==> src/rtl/pwm_led_chaser.sv <==
`default_nettype none
// ============================================================================
// Module      : pwm_led_chaser
// Description : Parametrised PWM LED chaser. Each of N_LEDS channels has a
//               stored duty level. A shared free-running PWM counter is
//               compared against every duty level. Every STEP_TICKS enabled
//               clocks the duty profile is rotated one position, which makes
//               a brightness gradient move along the LEDs.
// Revision    : 1.0 - initial release
// ----------------------------------------------------------------------------
// Parameters
//   N_LEDS      number of LED channels (>= 2)
//   PWM_PERIOD  PWM frame length in clocks (>= 2); duty range 0..PWM_PERIOD
//   STEP_TICKS  enabled clocks between profile rotations (>= 1)
// Ports
//   clk      in   system clock
//   rst      in   synchronous active-high reset
//   en       in   1 = rotation advances, 0 = profile frozen (PWM keeps running)
//   sentido  in   rotate-mode direction: 1 = toward index 0,
//                 0 = toward index N_LEDS-1
//   mode     in   0 = rotate, 1 = bounce
//   led      out  registered PWM outputs, one per channel
//   step_o   out  registered one-cycle strobe after each rotation
// Build option
//   PWM_LED_GAMMA_EN  when defined, each channel compares against the
//                     gamma-corrected level (duty*duty)/PWM_PERIOD instead of
//                     the raw duty. Stored duties and rotation are unchanged.
// ============================================================================
module pwm_led_chaser #(
  parameter int N_LEDS     = 10,
  parameter int PWM_PERIOD = 100,
  parameter int STEP_TICKS = 25_000_000
) (
  input  logic              clk,
  input  logic              rst,
  input  logic              en,
  input  logic              sentido,
  input  logic              mode,
  output logic [N_LEDS-1:0] led,
  output logic              step_o
);

  localparam int PWM_W  = $clog2(PWM_PERIOD + 1);
  localparam int STEP_W = (STEP_TICKS > 1) ? $clog2(STEP_TICKS) : 1;
  // The bounce counter only ever reaches N_LEDS-2.
  localparam int BCNT_W = (N_LEDS > 2) ? $clog2(N_LEDS - 1) : 1;

  localparam logic [PWM_W-1:0]  c_pwm_last  = PWM_W'(PWM_PERIOD - 1);
  localparam logic [STEP_W-1:0] c_step_last = STEP_W'(STEP_TICKS - 1);
  localparam logic [BCNT_W-1:0] c_bcnt_last = BCNT_W'(N_LEDS - 2);

  // --------------------------------------------------------------------------
  // State
  // --------------------------------------------------------------------------
  logic [PWM_W-1:0]  r_duty [N_LEDS];
  logic [PWM_W-1:0]  r_pwm_cnt;
  logic [STEP_W-1:0] r_step_cnt;
  logic              r_dir;
  logic [BCNT_W-1:0] r_bcnt;

  // --------------------------------------------------------------------------
  // Combinational
  // --------------------------------------------------------------------------
  logic              w_step;
  logic              w_rot_dir;
  logic              w_dir_nxt;
  logic [BCNT_W-1:0] w_bcnt_nxt;
  logic [PWM_W-1:0]  w_duty_rot [N_LEDS];
  logic [N_LEDS-1:0] w_on;

  assign w_step = en && (r_step_cnt == c_step_last);

  // Rotate mode follows the live sentido input; bounce mode keeps its own
  // direction and ignores sentido.
  assign w_rot_dir = mode ? r_dir : sentido;

  always_comb begin
    w_dir_nxt  = r_dir;
    w_bcnt_nxt = r_bcnt;
    if (w_step) begin
      if (mode) begin
        // Reverse after N_LEDS-1 steps. The rotation on this edge still uses
        // the old direction; the flip applies from the next step onward.
        if (r_bcnt == c_bcnt_last) begin
          w_bcnt_nxt = '0;
          w_dir_nxt  = ~r_dir;
        end else begin
          w_bcnt_nxt = r_bcnt + BCNT_W'(1);
        end
      end else begin
        // Remember the rotate direction so a later switch to bounce starts
        // from it.
        w_dir_nxt  = sentido;
        w_bcnt_nxt = '0;
      end
    end
  end

  // Rotated profile: dir=1 pulls from the higher index (pattern moves toward
  // index 0), dir=0 pulls from the lower index; both wrap around.
  for (genvar j = 0; j < N_LEDS; j++) begin : g_rot
    localparam int c_up = (j + 1) % N_LEDS;
    localparam int c_dn = (j + N_LEDS - 1) % N_LEDS;
    assign w_duty_rot[j] = w_rot_dir ? r_duty[c_up] : r_duty[c_dn];
  end

  // Per-channel compare against the PWM counter.
  for (genvar i = 0; i < N_LEDS; i++) begin : g_cmp
`ifdef PWM_LED_GAMMA_EN
    localparam logic [2*PWM_W-1:0] c_period_w2 = (2*PWM_W)'(PWM_PERIOD);
    logic [2*PWM_W-1:0] w_duty_w2;
    logic [2*PWM_W-1:0] w_sq;
    logic [2*PWM_W-1:0] w_gamma;
    assign w_duty_w2 = {{PWM_W{1'b0}}, r_duty[i]};
    assign w_sq      = w_duty_w2 * w_duty_w2;
    // Quotient never exceeds PWM_PERIOD, so comparing in the wide domain
    // is exact and avoids a truncating slice.
    assign w_gamma   = w_sq / c_period_w2;
    assign w_on[i]   = ({{PWM_W{1'b0}}, r_pwm_cnt} < w_gamma);
`else
    assign w_on[i]   = (r_pwm_cnt < r_duty[i]);
`endif
  end

  // --------------------------------------------------------------------------
  // Sequential
  // --------------------------------------------------------------------------
  always_ff @(posedge clk) begin
    if (rst) begin
      for (int i = 0; i < N_LEDS; i++) begin
        r_duty[i] <= PWM_W'((i * PWM_PERIOD) / N_LEDS);
      end
      r_pwm_cnt  <= '0;
      r_step_cnt <= '0;
      r_dir      <= 1'b1;
      r_bcnt     <= '0;
      led        <= '0;
      step_o     <= 1'b0;
    end else begin
      led    <= w_on;
      step_o <= w_step;

      r_pwm_cnt <= (r_pwm_cnt == c_pwm_last) ? '0 : r_pwm_cnt + PWM_W'(1);

      // Counter holds while disabled, so a step that was due when en fell
      // fires on the first enabled edge.
      if (w_step) begin
        r_step_cnt <= '0;
      end else if (en) begin
        r_step_cnt <= r_step_cnt + STEP_W'(1);
      end

      r_dir  <= w_dir_nxt;
      r_bcnt <= w_bcnt_nxt;

      if (w_step) begin
        for (int i = 0; i < N_LEDS; i++) begin
          r_duty[i] <= w_duty_rot[i];
        end
      end
    end
  end

endmodule
`default_nettype wire

==> config.mk <==
export PLATFORM = sky130hd
export DESIGN_NAME = pwm_led_chaser
export DESIGN_NICKNAME = d
export VERILOG_FILES = /design/src/rtl/pwm_led_chaser.sv
export SDC_FILE = /design/constraint.sdc
export NUM_CORES = 1
export LEC_CHECK = 0
export CAP_MARGIN = 20
export CORE_MARGIN = 4
export CORE_UTILIZATION = 61
export CTS_CLUSTER_DIAMETER = 30
export DETAILED_ROUTE_END_ITERATION = 8
export DONT_BUFFER_PORTS = 1
export PLACE_DENSITY_LB_ADDON = 0.2
export SLEW_MARGIN = 40
export SYNTH_ARGS = -nofsm -noshare
export SYNTH_HDL_FRONTEND = slang
export SYNTH_SLANG_ARGS = --single-unit
==> constraint.sdc <==
create_clock -name clk -period 4 [get_ports clk]
set_input_delay 1 -clock clk [delete_from_list [all_inputs] [get_ports clk]]
set_output_delay 1 -clock clk [all_outputs]
set_load 0.05 [all_outputs]
# Word-level counts from Yosys, hierarchy flattened

Memories as Yosys holds them, arrays and structs flattened.
Index checks and enable logic that the tools add are counted.
W data, S select, Z words.

$add $sub $neg: 3
Bitwise logic cells: 11
Div/mod/pow operators: 0
Shift-type cells: 0
Equality and inequality tests: 4
Multipliers: 0
Reduce and logical (&&, ||, !) cells: 4
Order comparisons: 10
Muxes and demuxes: 30

Operator list:

| kind                    | count |
|---|---|
| $mux W7                 | 20 |
| $lt A7 B7 Y1            | 10 |
| $add A25 B1 Y25 const B | 1 |
| $eq A25 B25 Y1 const B  | 1 |
| $or A1 B1 Y1            | 10 |
| $mux W1                 | 8 |
| $mux W4                 | 2 |
| $add A7 B1 Y7 const B   | 1 |
| $eq A7 B7 Y1 const B    | 1 |
| $add A4 B1 Y4 const B   | 1 |
| $eq A4 B4 Y1 const B    | 1 |
| $reduce_or A2 Y1        | 2 |
| $ne A2 B1 Y1 const B    | 1 |
| $reduce_and A2 Y1       | 1 |
| $logic_and A1 B1 Y1     | 1 |
| $not A1 Y1              | 1 |

Input port bits: 5
Bits in latches: 0
Output and inout port bits: 11
Register bits after elaboration: 48
Logic and storage cells: 69
Memories: 1
Memory bits (read-only): 0
Bits in writable memories: 70

Memories:

| name   | words | bits a word | read ports | clocked after memory_dff | wr ports | line | text |
|---|---|---|---|---|---|---|---|
| r_duty | 10    | 7           | 10         | 0                        | 10       | 55   | `logic [PWM_W-1:0] r_duty [N_LEDS];` |

# Depth between registers and ports, before layout

Depth after elaboration: 6
Mapped depth: 9
Gate-level depth less buffers: 7

# Worst setup path before layout

Ideal clock, no wire load.

Path kind: input -> register
From: in en
To: mem r_duty[0][0] in the netlist's numbering (enable)
Path slack: 0.661 ns
Required time: 3.601 ns
Arrival time: 2.940 ns
Stages: 6
Buffers on the path: 3
Library setup time: 0.399 ns
Path through: nand2_1 > or4_4 > buf_6 > or2b_1 > buf_2 > buf_2

RTL lines:

| element            | line | text |
|---|---|---|
| start: declaration | 36   | `input logic en,` |
| end: declaration   | 55   |  |

==> impl_metrics.tcl <==
set metrics [dict create \
    port_buffers 0 \
    p_per_area_mw_per_mm2 428 \
    peakVddDrop_v 0.000329 \
    period_share_pct 74.4 \
    pwr-share-clk_pct 47.5 \
    end_kind "register" \
    crit_path_start_kind "register" \
    r2r_cells 6 \
    root_buffer "clkbuf_8" \
    cts_tree "built" \
    synth_common_cells "133 x nand2_1, 70 x edfxtp_1, 66 x inv_1, 64 x ha_1, 61 x a21oi_1" \
    dr.pass1.iters 5 \
    synth_top_family_by_area "simple AND/OR/NAND/NOR gates" \
    critPathKind "reg2reg" \
    grt_use_total_pct 24.3 \
    ant_nets 0 \
    synthCells 699 \
    intPower_mw 2.35 \
    syn_nets 768 \
    routed.top_layer "met4" \
    min_delay_path_depth 2 \
    wire_per_inst_um 17.2 \
    synth_area_leaders "edfxtp_1 32%, dfxtp_1 15%, ha_1 12%" \
    hold_path_class "reg2reg" \
    gr-total-overflow 0 \
    worstSkewPairLatency_ps 520 \
    fin_crit_ps 2980 \
    synthXorXnorAreaFrac_pct 3.48 \
    syn_area_per_cell_um2 9.36 \
    multi_input_area_mm2 0.00310 \
    met2_length_um 7230 \
    maxSlewHeadroom_pct 53.8 \
    first_global_vias 5178 \
    wl_met3_um 786 \
    core.rowCount 37 \
    seqPwrFrac_pct 45.5 \
    fin_area_mm2 0.00720 \
    die_h_um 112 \
    swShare_pct 23.7 \
    cts_buffers 17 \
    cp.required_ps 4230 \
    whs_ps 496 \
    cap_violations 0 \
    cts_resized 0 \
    yosys_warnings 0 \
    yosys.area_share.simple_pct 17.1 \
    skew_ps 5.87 \
    cp_max_fo 45 \
    htree_levels 4 \
    clock_sinks 118 \
    initial_core_util_pct 63.1 \
    yosysSeqAreaShare_pct 46.8 \
    route.detailed.drc 0 \
    nets 760 \
    die_width_um 112 \
    tightest_slew_ps 693 \
    synth.most_common_cell "nand2_1" \
    pwr-share-comb_pct 7.0 \
    ios 16 \
    fp.coreArea_mm2 0.0104 \
    synthMuxAreaShare_pct 0.325 \
    drt_wl_total_um 14500 \
    antennaDiodeCount 0 \
    rsz0062_at_grt "false" \
    ctsHoldBuffers 0 \
    netlist_area_mm2 0.00654 \
    dpl-instance-area_mm2 0.00664 \
    p_leak_nw 3.21 \
    synth_compound_area_share_pct 14.1 \
    setup_viol 0 \
    drt-initial-drc-count 402 \
    synth_edf_count 70 \
    synth.top_cell.area_share_pct 32.1 \
    antenna_found_initial 0 \
    area_delta_synth_final_pct 10.0 \
    synthAdderAreaFrac_pct 12.2 \
    nFillCells 801 \
    die_area_mm2 0.0124 \
    arrival_ps 3210 \
    dp_hpwl_um 9640 \
    ys_types 44 \
    vias 5038 \
    clkTransAtPathRegs_ps 60 \
    post-cts-setup-buffers 0 \
    synth_top_flop_cell "edfxtp_1" \
    cts.path.max_buffers 2 \
    switching_power_uw 730 \
    seq_area_mm2 0.00306 \
    grt_max_degree 62 \
    vias_per_cell 6.00 \
    synth-seq-cells 118 \
    drv_slew 0 \
    wl_met1_um 6190 \
    hold_viol 0 \
    synth-async-reset-ratio_pct 0 \
    fin_ws_ps 1020 \
    grt_pass1_wl_um 24500 \
    max_freq_mhz 336 \
    status "complete, no violations" \
    pre_cts_ws_ps 913 \
    yosys.area.top_type "edfxtp_1" \
    drive_above_1_share_pct 5.68 \
    fin_setup_tns_ps 0 \
    place_congestion 0.812 \
]
## final cells by class
cell class                      count  share of cell area [%]
Clock buffer                       19                    5.86
Tap cell                          136                    2.36
Multi-Input combinational cell    482                    43.1
Sequential cell                   118                    42.6
Clock inverter                     13                    1.91
Inverter                           67                    3.49
Timing Repair Buffer                5                   0.695
## layout by cell type, fill, tap and decap left out, types with 2 or more instances in the layout
cell	count
nand2_1	133
edfxtp_1	70
inv_1	66
ha_1	64
a21oi_1	60
dfxtp_1	48
nor2_1	34
a21o_1	30
o211ai_1	26
nand3_1	25
clkbuf_16	16
xor2_1	15
xnor2_1	11
nand2b_1	10
a211oi_1	10
o21a_1	10
nand4_1	7
and3_1	6
nor3_1	6
clkinv_2	5
o21ai_0	4
or3_1	4
clkinv_1	4
buf_4	4
and4_1	3
or4_1	3
bufinv_16	3
nor3b_1	2
and2_1	2
nor4_1	2
clkbuf_1	2
## path summary, 6_finish.rpt
check | endpoint | startpoint | slack [ps]
max | r_duty[2][4]$_SDFFCE_PN1P_ | r_step_cnt[9]$_SDFFE_PP0P_ | 1020
min | r_bcnt[2]$_SDFFE_PP0P_ | r_bcnt[2]$_SDFFE_PP0P_ | 500
max reg2reg | r_duty[2][4]$_SDFFCE_PN1P_ | r_step_cnt[9]$_SDFFE_PP0P_ | 1020
min reg2reg | r_bcnt[2]$_SDFFE_PP0P_ | r_bcnt[2]$_SDFFE_PP0P_ | 500
## worst max-delay path: stages, from the launching register on
cell      delay (ps)
dfxtp_1          350
or4_1            560
or4_4            570
or2_1            230
buf_4            280
inv_2            470
o211ai_1         190
## state kept, by name, indices dropped and copies added (netlist names)
name,cells
r_duty,70
r_step_cnt,25
led,10
step_o,1
r_pwm_cnt,7
r_dir,1
r_bcnt,4
## metrics by stage
stage               utilization [%]  power [mW]  std cells
finish                         69.4        3.08        840
detailed placement             64.0        1.64        808
CTS                            69.4        3.09        840
floorplan                         -        1.58        699
global route                   69.4        3.18        840
global placement               64.0        1.63        808
## power groups by stage
stage	clock, mW	combinational, mW	sequential [mW]
final	1.46	0.214	1.40
after global routing	1.53	0.246	1.41
after CTS	1.47	0.215	1.40
after detailed placement	0	0.212	1.43
after global placement	0	0.203	1.43
after floorplan	0	0.167	1.41
## per-layer routing
metal,GRT usage (%),vias up
met4,9.16,0
met5,0,-
li1,-,2410
met3,6.09,24
met1,30.1,2445
met2,41.3,159
## kinds of logic (layout without fill, tap and decap cells)
family          Yosys count  in the layout
simple gates            246            246
compound gates          144            144
flops                   118            118
buf+inv                  99            104
fa+ha+maj                64             64
xor+xnor                 26             26
mux                       2              2
Power figures use the tool's default switching activity.
